$ cat config.mk
export PLATFORM = sky130hd
export DESIGN_NAME = mux_nx1_pipe
export DESIGN_NICKNAME = d
export VERILOG_FILES = /design/src/rtl/mux_nx1_pipe_pkg.sv /design/src/rtl/mux_nx1_comb.sv /design/src/rtl/mux_nx1_pipe.sv
export SDC_FILE = /design/constraint.sdc
export NUM_CORES = 1
export LEC_CHECK = 0
export CORE_MARGIN = 2
export CORE_UTILIZATION = 40
export DETAILED_ROUTE_END_ITERATION = 8
export HOLD_SLACK_MARGIN = 0.05
export PLACE_DENSITY = 0.9
export SETUP_SLACK_MARGIN = 0.02
export SLEW_MARGIN = 25
export SYNTH_ARGS = -nofsm -noshare
export SYNTH_HDL_FRONTEND = slang
export SYNTH_HIERARCHICAL = 1
export SYNTH_SLANG_ARGS = --single-unit
$ cat constraint.sdc
create_clock -name clk -period 1.9 [get_ports clk]
set_input_delay 0.19 -clock clk [delete_from_list [all_inputs] [get_ports clk]]
set_output_delay 0.19 -clock clk [all_outputs]
set_load 0.1 [all_outputs]
$ cat src/rtl/mux_nx1_pipe_pkg.sv
// Shared definitions for the N:1 pipelined selector: FSM encodings, limits and
// a constant-evaluable ceil(log2) helper used to size the select field.
package mux_nx1_pipe_pkg;

    localparam int MUX_MAX_IN = 16;

    typedef enum logic [1:0] {
        ST_EMPTY = 2'd0,
        ST_ONE   = 2'd1,
        ST_FULL  = 2'd2
    } state_e;

    // Bounded loop so the helper elaborates as a constant in every tool.
    function automatic int clog2_f(input int value);
        int result;
        result = 0;
        for (int i = 0; i < 31; i++) begin
            if ((32'sd1 <<< i) < value) begin
                result = i + 1;
            end else begin
                result = result;
            end
        end
        return result;
    endfunction

endpackage

$ cat src/rtl/mux_nx1_comb.sv
// Purely combinational N:1 select; an index with no matching input yields zero
// data and raises out_of_range.
module mux_nx1_comb
    import mux_nx1_pipe_pkg::*;
#(
    parameter int WIDTH  = 32,
    parameter int NUM_IN = 4,
    localparam int SEL_W = clog2_f(NUM_IN)
) (
    input  logic [NUM_IN*WIDTH-1:0] in_data,
    input  logic [SEL_W-1:0]        sel,
    output logic [WIDTH-1:0]        data,
    output logic                    out_of_range
);

    // AND-OR select: each input contributes only when its index matches.
    always_comb begin
        data = {WIDTH{1'b0}};
        for (int k = 0; k < NUM_IN; k++) begin
            data = data | ({WIDTH{32'(sel) == k}} & in_data[k*WIDTH +: WIDTH]);
        end
        out_of_range = (32'(sel) >= NUM_IN);
    end

endmodule

$ cat src/rtl/mux_nx1_pipe.sv
// Registered N:1 selector with valid/ready on both sides and a 2-entry skid
// buffer (main + skid) so a downstream stall never drops or repeats a beat.
module mux_nx1_pipe
    import mux_nx1_pipe_pkg::*;
#(
    parameter int WIDTH  = 32,
    parameter int NUM_IN = 4,
    localparam int SEL_W = clog2_f(NUM_IN)
) (
    input  logic                    clk,
    input  logic                    reset,
    input  logic [NUM_IN*WIDTH-1:0] in_data,
    input  logic [SEL_W-1:0]        in_sel,
    input  logic                    in_valid,
    output logic                    in_ready,
    output logic [WIDTH-1:0]        out_data,
    output logic [SEL_W-1:0]        out_sel,
    output logic                    out_valid,
    input  logic                    out_ready,
    output logic                    sel_err
);

    state_e             state_r;
    logic [WIDTH-1:0]   main_data_r;
    logic [SEL_W-1:0]   main_sel_r;
    logic [WIDTH-1:0]   skid_data_r;
    logic [SEL_W-1:0]   skid_sel_r;
    logic               in_ready_r;
    logic               out_valid_r;
    logic               sel_err_r;

    logic [WIDTH-1:0]   sel_data_s;
    logic               oor_s;
    logic               accept_s;
    logic               deliver_s;

    mux_nx1_comb #(
        .WIDTH  (WIDTH),
        .NUM_IN (NUM_IN)
    ) u_sel (
        .in_data      (in_data),
        .sel          (in_sel),
        .data         (sel_data_s),
        .out_of_range (oor_s)
    );

    assign accept_s  = in_valid & in_ready_r;
    assign deliver_s = out_valid_r & out_ready;

    // Handshake flags are registered alongside the state, so in_ready never
    // depends combinationally on out_ready.
    always_ff @(posedge clk or posedge reset) begin
        if (reset) begin
            state_r     <= ST_EMPTY;
            main_data_r <= {WIDTH{1'b0}};
            main_sel_r  <= {SEL_W{1'b0}};
            skid_data_r <= {WIDTH{1'b0}};
            skid_sel_r  <= {SEL_W{1'b0}};
            in_ready_r  <= 1'b1;
            out_valid_r <= 1'b0;
            sel_err_r   <= 1'b0;
        end else begin
            sel_err_r <= sel_err_r | (accept_s & oor_s);
            case (state_r)
                ST_EMPTY: begin
                    if (accept_s) begin
                        main_data_r <= sel_data_s;
                        main_sel_r  <= in_sel;
                        state_r     <= ST_ONE;
                        out_valid_r <= 1'b1;
                        in_ready_r  <= 1'b1;
                    end else begin
                        state_r     <= ST_EMPTY;
                    end
                end
                ST_ONE: begin
                    if (accept_s && deliver_s) begin
                        main_data_r <= sel_data_s;
                        main_sel_r  <= in_sel;
                        state_r     <= ST_ONE;
                    end else if (accept_s) begin
                        skid_data_r <= sel_data_s;
                        skid_sel_r  <= in_sel;
                        state_r     <= ST_FULL;
                        in_ready_r  <= 1'b0;
                    end else if (deliver_s) begin
                        state_r     <= ST_EMPTY;
                        out_valid_r <= 1'b0;
                    end else begin
                        state_r     <= ST_ONE;
                    end
                end
                ST_FULL: begin
                    if (deliver_s) begin
                        main_data_r <= skid_data_r;
                        main_sel_r  <= skid_sel_r;
                        state_r     <= ST_ONE;
                        in_ready_r  <= 1'b1;
                    end else begin
                        state_r     <= ST_FULL;
                    end
                end
                default: begin
                    state_r     <= ST_EMPTY;
                    in_ready_r  <= 1'b1;
                    out_valid_r <= 1'b0;
                end
            endcase
        end
    end

    assign in_ready  = in_ready_r;
    assign out_valid = out_valid_r;
    assign out_data  = main_data_r;
    assign out_sel   = main_sel_r;
    assign sel_err   = sel_err_r;

endmodule

==> results of run 1 <==
## Yosys cell counts
library cell	number	area share
buf_12	6	0.028
dfrtp_1	72	0.43
buf_4	3	0.0053
o32ai_1	1	0.0021
a21o_1	1	0.0018
nand2_1	2	0.0018
nand4bb_1	1	0.0027
o22ai_1	1	0.0015
buf_2	6	0.0071
nand2b_1	1	0.0015
mux4_2	30	0.16
o21ai_0	1	0.0012
nor2_1	2	0.0018
mux2_4	30	0.11
nand3b_1	1	0.0018
a21oi_1	2	0.0024
conb_1	1	0.00089
mux4_1	2	0.012
buf_6	4	0.011
and2_1	1	0.0015
mux2_2	72	0.19
nand3_2	1	0.0024
ha_1	1	0.0030
o221ai_4	1	0.0062
inv_1	4	0.0036
and3b_1	1	0.0021
mux2i_1	1	0.0024
dfstp_2	1	0.0062
clkbuf_1	1	0.00089
nor3b_1	1	0.0018
## layout make-up
cell class | instances | area [um^2] | share of cell area
repair buffers | 189 | 1889 | 0.2978
clock buffers | 13 | 178.9 | 0.02820
multi-input cells | 155 | 2183 | 0.3441
clock inverters | 3 | 68.82 | 0.01085
inverters | 4 | 18.77 | 0.002958
well taps | 136 | 170.2 | 0.02682
flip-flops and latches | 73 | 1836 | 0.2893
## through the flow
| step | instance area [um^2] | hold WS (ps) | power (uW) | cells |
|---|---|---|---|---|
| after floorplan | 4248 | 340.6 | 5743 | 252 |
| after global placement | 6018 | 444.9 | 6756 | 554 |
| after detailed placement | 6018 | 469.8 | 6854 | 554 |
| after CTS | 6266 | 319.3 | 8345 | 570 |
| after global routing | 6345 | 306.5 | 8606 | 573 |
| final | 6345 | 286.2 | 8282 | 573 |
## final timing paths
path                              endpoint  slack (ps)  cells past startpoint
max                           out_data[10]          30                      7
max in group asynchronous         in_ready        1250                      3
min reg2reg                        sel_err         480                      1
min in group clk             skid_sel_r[0]         340                      2
max reg2reg                   out_data[10]          30                      7
min                        skid_data_r[15]         290                      3
## worst max-delay path: stages (launching register included)
cell and delay, ps:
dfstp_4 620, and2_4 150, ha_4 140, nand2_4 50, o221ai_4 150, buf_12 160, buf_12 170, mux2_4 310
## power groups by stage
stage               logic (uW)  clock network (uW)  registers [uW]
detailed placement        4460                   0            2390
finish                    4440                1470            2380
global route              4570                1590            2450
CTS                       4460                1510            2380
floorplan                  878                   0            4860
global placement          4380                   0            2370
## state kept, by name, summed over array words and instances (netlist names)
| name | count |
|---|---|
| out_sel | 2 |
| out_valid | 1 |
| out_data | 32 |
| skid_sel_r | 2 |
| sel_err | 1 |
| state_r | 2 |
| skid_data_r | 32 |
| in_ready | 1 |
## per-layer routing
| layer | wire [um] | vias to the layer above | track usage |
|---|---|---|---|
| li1 | - | 1326 | - |
| met1 | 4088 | 1506 | 0.2270 |
| met4 | 125 | 0 | 0.05195 |
| met5 | 0 | - | 0 |
| met2 | 5485 | 118 | 0.3335 |
| met3 | 550 | 11 | 0.03647 |
## repair_timing
action                                 in CTS  in global routing
setup endpoints to repair                   1                 20
hold buffers                                0                  0
setup buffers                               0                  1
endpoints found under the hold margin       0                  0
resized for setup                           0                  2
gates cloned                                0                  2
## kinds of logic after synthesis
kind of cell,count (synthesis)
other,1
flip-flops,73
buffers and inverters,24
adder cells (fa/ha/maj),1
multiplexers,135
AO/OA/AOI/OAI,7
AND/OR/NAND/NOR,11
==> flow_summary_export.csv, run 1 <==
group,metric,value,unit
worst_setup_path,cp.arrival,2080,ps
global_route,grt_pass1_wl,16.68,mm
placement,routabilityCongestion,0.7272,
worst_setup_path,cp_data_required_time,2100,ps
placement,pre_cts_ws,-71.49,ps
clocking,path_clk_slew,80,ps
global_route,grt_util_all_layers,0.1857,
outcome,status,"completed",
synth,yosys.area_share.simple,0.01721,
cells_and_area,fin_nets,567,
route,drt_wl_total,10.25,mm
route,first_iter_violations,65,
sta,fin_tns_setup,0,ps
clocking,root_buffer,"clkbuf_8",
route,drtPass1Iterations,4,
sta,setup_slack,26.51,ps
synth,synth_xor_area_frac,0,
cells_and_area,area_growth,50.47,%
global_route,grt_max_degree,74,
synth,syn_area,0.004217,mm^2
pwr,powerDensity,1305,mW/mm^2
sta,slew_violations,0,
cells_and_area,final_cell_mix,"clkdlybuf4s50_1, mux2_2, dfrtp_1",
floorplan,die_w,106.7,um
synth,synthCells,252,
global_route,grt-ovfl-total,0,
pwr,power.internal,4323,uW
route,drc,0,
pwr,seqPwrFrac,0.287,
synth,synth.distinct_cells,30,
clocking,cts_tree,"done",
sta,final.min_clock_period,1873,ps
synth,synth_compound_area_frac,0.01513,
cells_and_area,finish.utilization,0.6174,
route,post_drt_wl_per_cell,17.89,um
clocking,cts_max_level,3,
synth,syn_avg_cell_area,16.73,um^2
job,cap_violations,0,
pwr,max-vdd-ir-drop,0.001010,V
global_route,grt_pass1_vias,3421,
cells_and_area,num_antenna_cells,0,
synth,synth_mux_area_frac,0.4742,
hold_path,min_path_type,"input pin to asynchronous set/reset pin",
global_route,antenna_found_initial,0,
floorplan,dieArea,0.01138,mm^2
floorplan,die_height,106.7,um
worst_setup_path,critPathKind,"flip-flop to flip-flop",
floorplan,start_util,0.4103,
synth,ys_warn_count,6,
worst_setup_path,end_kind,"flip-flop",
worst_setup_path,cp_max_fo,14,
route,avgViaCountPerCell,5.168,
pwr,swShare,0.4780,
route,postRouteAntennaNets,0,
synth,synth_seq_area_share,0.4335,
sta,max_freq,533.8,MHz
sta,fin_crit_sh,0.9860,
clocking,clock_latency,330,ps
synth,synth_fa_ha_area_frac,0.002967,
floorplan,coreArea,0.01028,mm^2
worst_setup_path,cp-start-kind,"flip-flop",
pwr,p_leak,0.002797,uW
synth,synth_top_family_by_area,"multiplexers",
cells_and_area,drive_gt1_frac,0.4943,
sta,fin_worst_skew,13.32,ps
placement,hpwl,7.560,mm
pwr,combPwrFrac,0.536,
clocking,cts_num_sinks,73,
placement,place.port_buffers,170,
sta,finalHoldViolCount,0,
sta,finalSetupViolCount,0,
pwr,power_frac_clock,0.177,
floorplan,rows,37,
clocking,clockBufferDepth,2,
floorplan,ios,171,
synth,synth_fp_nets,387,
sta,rsz0062_at_grt,"yes",
cells_and_area,fillers,780,
worst_setup_path,r2r-start,"in_ready",
synth,synth_seq_cells,73,
worst_setup_path,startpoint,"in_ready",
pwr,netSwitchingPower,3959,uW
clocking,cts_buffers,9,
cells_and_area,final_common_cell,"clkdlybuf4s50_1",
route,vias,2961,
(Power assumes the default switching activity.)
==> run 2, diff against run 1 <==
--- a/config.mk
+++ b/config.mk
@@ -9,7 +9,8 @@
 export CORE_UTILIZATION = 40
 export DETAILED_ROUTE_END_ITERATION = 8
 export HOLD_SLACK_MARGIN = 0.05
-export PLACE_DENSITY = 0.9
+export MAX_ROUTING_LAYER = met4
+export PLACE_DENSITY = 0.78
 export SETUP_SLACK_MARGIN = 0.02
 export SLEW_MARGIN = 25
 export SYNTH_ARGS = -nofsm -noshare
==> run 2 against run 1 <==
Compared with the run above: sequential share of layout area increased by 0.38 points; clock skew fell by 1.7 ps; core utilization decreased by 0.79 points; total power decreased by 1.1%; sequential power hardly changed; hold slack better by 29 ps; critical path type unchanged; design area decreased by 1.3%; final cell count shrank 0.52%; via count shrank 2.3%; die area stayed put; register-to-register slack improved by 30 ps.
==> flow_summary_export.csv, run 2 (synthesis results as in run 1) <==
group,metric,value,unit
outcome,status,"completed",
worst_setup_path,end_kind,"flip-flop",
global_route,grt_use_met1,0.2186,
pwr,p_leak,0.002764,uW
placement,place.port_buffers,170,
floorplan,die_w,106.7,um
clocking,cts_tree,"done",
worst_setup_path,cpMaxStageDelayCell,"dfstp_4",
sta,setup_slack,54.77,ps
cells_and_area,area_growth,48.55,%
placement,hpwl,7.241,mm
floorplan,ios,171,
pwr,p_total,8190,uW
floorplan,rows,37,
placement,pre_cts_ws,-79.63,ps
clocking,root_buffer,"clkbuf_8",
route,vias,2892,
pwr,max-vdd-ir-drop,0.001087,V
floorplan,dieArea,0.01138,mm^2
worst_setup_path,r2r_cells,6,
route,drtPass1Iterations,4,
placement,placed_area,0.006018,mm^2
global_route,grt_pass1_vias,3126,
worst_setup_path,cp_data_required_time,2110,ps
clocking,cts_num_sinks,73,
floorplan,start_util,0.4103,
global_route,antenna_found_initial,0,
cells_and_area,drive_gt1_frac,0.4885,
cells_and_area,final_common_cell,"clkdlybuf4s50_1",
cells_and_area,num_antenna_cells,0,
route,drt_wl_total,9.730,mm
cells_and_area,fin_nets,564,
global_route,grt_util_all_layers,0.1813,
worst_setup_path,cp-start-kind,"flip-flop",
worst_setup_path,path_cells,"and2_4, ha_4, nand2_4, o221ai_4, buf_12, mux2_4",
route,postRouteAntennaNets,0,
worst_setup_path,cp.arrival,2060,ps
job,cap_violations,0,
global_route,grtUsageMet2,0.3103,
sta,finalHoldViolCount,0,
global_route,grt-ovfl-total,0,
sta,finalSetupViolCount,0,
clocking,cts_setup_buffers,0,
floorplan,coreArea,0.01028,mm^2
clocking,clockBufferDepth,2,
global_route,busiest_layer,"met2",
clocking,cts_max_level,3,
sta,final.min_clock_period,1845,ps
route,first_iter_violations,96,
clocking,path_clk_slew,80,ps
worst_setup_path,slowest_delay,610,ps
cells_and_area,fin_area,0.006264,mm^2
worst_setup_path,critPathKind,"flip-flop to flip-flop",
clocking,cts_buffers,9,
worst_setup_path,cp_max_fo,17,
global_route,grt_pass1_wl,15.57,mm
sta,rsz0062_at_grt,"yes",
sta,max_freq,541.9,MHz
clocking,clock_latency,340,ps
global_route,grt_max_degree,74,
route,post_drt_wl_per_cell,17.07,um
route,drc,0,
hold_path,min_path_type,"input pin to asynchronous set/reset pin",
placement,routabilityCongestion,0.7828,
cells_and_area,final_cell_mix,"clkdlybuf4s50_1, dfrtp_1, mux2_2",
route,avgViaCountPerCell,5.074,
sta,slew_violations,0,
floorplan,die_height,106.7,um
sta,fin_worst_skew,11.58,ps
global_route,use_met3,0.04073,
pwr,powerDensity,1308,mW/mm^2
sta,fin_crit_sh,0.9712,
==> run 2: cell count changes in the layout (fill, tap and decap cells not counted) <==
| cell | before | now |
|---|---|---|
| clkbuf_16 | 2 | 0 |
| mux2_4 | 31 | 33 |
| clkbuf_1 | 0 | 1 |
| mux2_2 | 71 | 69 |
| buf_12 | 9 | 8 |
| clkbuf_8 | 13 | 11 |
| clkinv_2 | 0 | 1 |
==> run 2: worst max-delay path: cells and delay by family (launching register included) <==
kind	cells	cell delay, ps
muxes	1	310
AOI/OAI and AO/OA	1	240
adders and majority gates	1	140
DFF	1	610
and+or+nand+nor	2	200
buffers and inverters	1	230
==> run 2: worst paths after layout <==
path / start / end / slack, ps
max: in_ready / out_data[9] / 50
min: reset / out_data[24] / 320
max reg2reg: in_ready / out_data[9] / 50
min reg2reg: sel_err / sel_err / 460
max in group asynchronous: reset / in_ready / 1250
min in group clk: in_sel[1] / skid_data_r[25] / 450
==> run 2: per-stage QoR <==
step / setup TNS (ps) / hold WS (ps) / cells / util
final: 0 / 315.2 / 570 / 0.6094
after global placement: -605.0 / 448.8 / 554 / 0.5856
after floorplan: -6354 / 340.6 / 252 / -
after global routing: -2.503 / 340.5 / 570 / 0.6094
after detailed placement: -1958 / 453.4 / 554 / 0.5856
after CTS: 0 / 320.2 / 570 / 0.6079
==> run 2: metal layers <==
layer,vias up,share of wire
li1,1325,-
met1,1457,0.41
met2,103,0.51
met3,7,0.074
met4,0,0.0074
met5,-,0
==> run 2: final cells by class <==
cell class	count	area, um^2
Clock buffer	12	155.1
Clock inverter	4	73.82
Fill cell	815	4014
Inverter	4	18.77
Multi-Input combinational cell	155	2191
Sequential cell	73	1836
Tap cell	136	170.2
Timing Repair Buffer	186	1819
==> run 2: power by group <==
| part | total (uW) | leakage, uW | internal (uW) | switching [uW] |
|---|---|---|---|---|
| combinational | 4440 | 0.00169 | 1380 | 3060 |
| sequential | 2360 | 0.000953 | 2070 | 293 |
| clock | 1390 | 0.000117 | 815 | 572 |
==> run 2: what timing repair did <==
action	4_1_cts	5_1_grt
hold buffers	0	0
resized for setup	0	4
setup endpoints to repair	0	21
==> run 3, diff against run 2 <==
--- a/config.mk
+++ b/config.mk
@@ -8,6 +8,7 @@
 export CORE_MARGIN = 2
 export CORE_UTILIZATION = 40
 export DETAILED_ROUTE_END_ITERATION = 8
+export GPL_TIMING_DRIVEN = 0
 export HOLD_SLACK_MARGIN = 0.05
 export MAX_ROUTING_LAYER = met4
 export PLACE_DENSITY = 0.78
==> run 3 against run 2 <==
Compared with the run above: the run now ends with negative setup slack left; clock skew increased by 1.1 ps; flip-flop and latch count unchanged; via count increased by 4.2%; non-clock buffer count increased by 21; count of clock-buffer cells in the layout decreased by 1; first-iteration DRC count decreased by 5.2%; die area unchanged; routed wire length increased by 9.6%; design area increased by 4.8%; hold slack got worse by 90 ps; critical path type unchanged; largest cell class unchanged; largest power group unchanged.
==> flow_summary_export.csv, run 3 (synthesis results as in run 1) <==
group,metric,value,unit
outcome,status,"finished, violations left",
outcome,violations,"negative setup slack",
sta,finalHoldViolCount,0,
cells_and_area,area_growth,55.70,%
pwr,max-vdd-ir-drop,0.0009885,V
sta,fin_worst_skew,12.72,ps
route,avgViaCountPerCell,5.108,
sta,slew_headroom,0.3328,
cells_and_area,final_common_cell,"clkdlybuf4s50_1",
floorplan,coreArea,0.01028,mm^2
worst_setup_path,cp-start-kind,"flip-flop",
placement,hpwl,7.877,mm
pwr,seqPwrFrac,0.296,
route,postRouteAntennaNets,0,
sta,slew_violations,0,
sta,final.min_clock_period,1952,ps
placement,routabilityCongestion,0.7379,
pwr,p_leak,0.002920,uW
job,cap_violations,0,
pwr,combPwrFrac,0.550,
sta,setup_slack,-52.25,ps
route,drt_wl_total,10.66,mm
floorplan,die_w,106.7,um
clocking,cts_tree,"done",
cells_and_area,finish.utilization,0.6388,
worst_setup_path,rrSetupSlack,-50,ps
sta,max_freq,512.2,MHz
cells_and_area,final_cell_mix,"clkdlybuf4s50_1, mux2_2, dfrtp_1",
pwr,powerDensity,1202,mW/mm^2
clocking,cts_buffers,9,
sta,worst_slew_pin_slew,1005,ps
sta,fin_crit_sh,1.028,
global_route,grt_pass1_vias,3402,
route,post_drt_wl_per_cell,18.07,um
worst_setup_path,cp_data_required_time,2110,ps
sta,finalSetupViolCount,20,
worst_setup_path,end_kind,"flip-flop",
clocking,path_clk_slew,80,ps
global_route,grt_max_degree,33,
sta,rsz0062_at_grt,"yes",
floorplan,die_height,106.7,um
worst_setup_path,r2r-start,"in_ready",
route,drc,0,
sta,holdWs,225.6,ps
route,vias,3014,
worst_setup_path,cp_max_fo,5,
route,first_iter_violations,91,
placement,place.port_buffers,170,
pwr,power_frac_clock,0.153,
cells_and_area,fin_nets,585,
clocking,clock_latency,340,ps
clocking,cts_max_level,3,
floorplan,ios,171,
global_route,grt_pass1_wl,17.39,mm
sta,fin_tns_setup,-774.8,ps
global_route,grt-ovfl-total,0,
worst_setup_path,r2r-end,"out_data[30]",
pwr,netSwitchingPower,3924,uW
hold_path,min_path_type,"input pin to asynchronous set/reset pin",
worst_setup_path,r2r_cells,8,
clocking,clockBufferDepth,2,
floorplan,dieArea,0.01138,mm^2
worst_setup_path,critPathKind,"flip-flop to flip-flop",
global_route,busiest_layer,"met2",
global_route,grt_util_all_layers,0.2038,
global_route,grt_use_met1,0.2494,
pwr,power.internal,3967,uW
global_route,use_met3,0.03891,
cells_and_area,drive_gt1_frac,0.4251,
pwr,swShare,0.4973,
worst_setup_path,startpoint,"in_ready",
global_route,antenna_found_initial,0,
clocking,cts_num_sinks,73,
floorplan,start_util,0.4103,
global_route,grtUsageMet2,0.3508,
route,drtPass1Iterations,4,
worst_setup_path,cp.arrival,2170,ps
floorplan,rows,37,
clocking,root_buffer,"clkbuf_8",
cells_and_area,num_antenna_cells,0,
## run 3: repair_timing
| item | CTS | global route |
|---|---|---|
| pin swaps | 2 | 2 |
| buffers inserted | 11 | 2 |
| resized for setup | 47 | 8 |
| cloned | 4 | 0 |
| endpoints found under the setup margin | 71 | 48 |
| hold buffers | 0 | 0 |
## run 3: power by group through the flow
| stage | logic (uW) | clock network (uW) | registers (uW) |
|---|---|---|---|
| after floorplan | 878 | 0 | 4860 |
| after global placement | 4530 | 0 | 2350 |
| after CTS | 4370 | 1230 | 2340 |
| final | 4340 | 1210 | 2340 |
| after global routing | 4480 | 1300 | 2410 |
| after detailed placement | 4590 | 0 | 2380 |
## run 3: cell type report
class	instances	area, um^2
buffer	20	237.7
clock buffer	11	141.4
clock inverter	4	53.80
fill	800	3712
inverter	4	18.77
multi-input combinational	155	2190
sequential	73	1836
tap	136	170.2
timing repair buffer	187	1918
## run 3: through the flow
stage | cell area [um^2] | setup WS, ps | power (uW) | instances
floorplan | 4248 | -200.0 | 5743 | 252
global placement | 6120 | -419.7 | 6878 | 558
detailed placement | 6167 | -458.1 | 6973 | 560
CTS | 6596 | -114.5 | 7944 | 590
global route | 6565 | -122.3 | 8186 | 590
finish | 6565 | -52.25 | 7891 | 590
## run 3: worst max-delay path, stage by stage, from the launching register on
cell      delay (ps)
dfstp_4          620
and2_4           160
ha_4             140
nand2_4           50
o221ai_4         170
buf_12           170
buf_12           110
buf_12           120
mux2_4           290
## run 3: how the worst max path moves through the flow
stage | endpoint | slack [ps] | cells past startpoint
after floorplan | out_data[0] | -200 | 6
after global placement | out_data[19] | -420 | 6
after detailed placement | out_data[16] | -460 | 6
after global routing | out_data[2] | -120 | 8
after CTS | in_ready | -110 | 1
final | out_data[30] | -50 | 8
## run 3: metal layers
| metal | up-vias | routed length (um) |
|---|---|---|
| met5 | - | 0 |
| met4 | 0 | 125 |
| met3 | 10 | 641 |
| met2 | 106 | 5482 |
| met1 | 1531 | 4414 |
| li1 | 1367 | - |
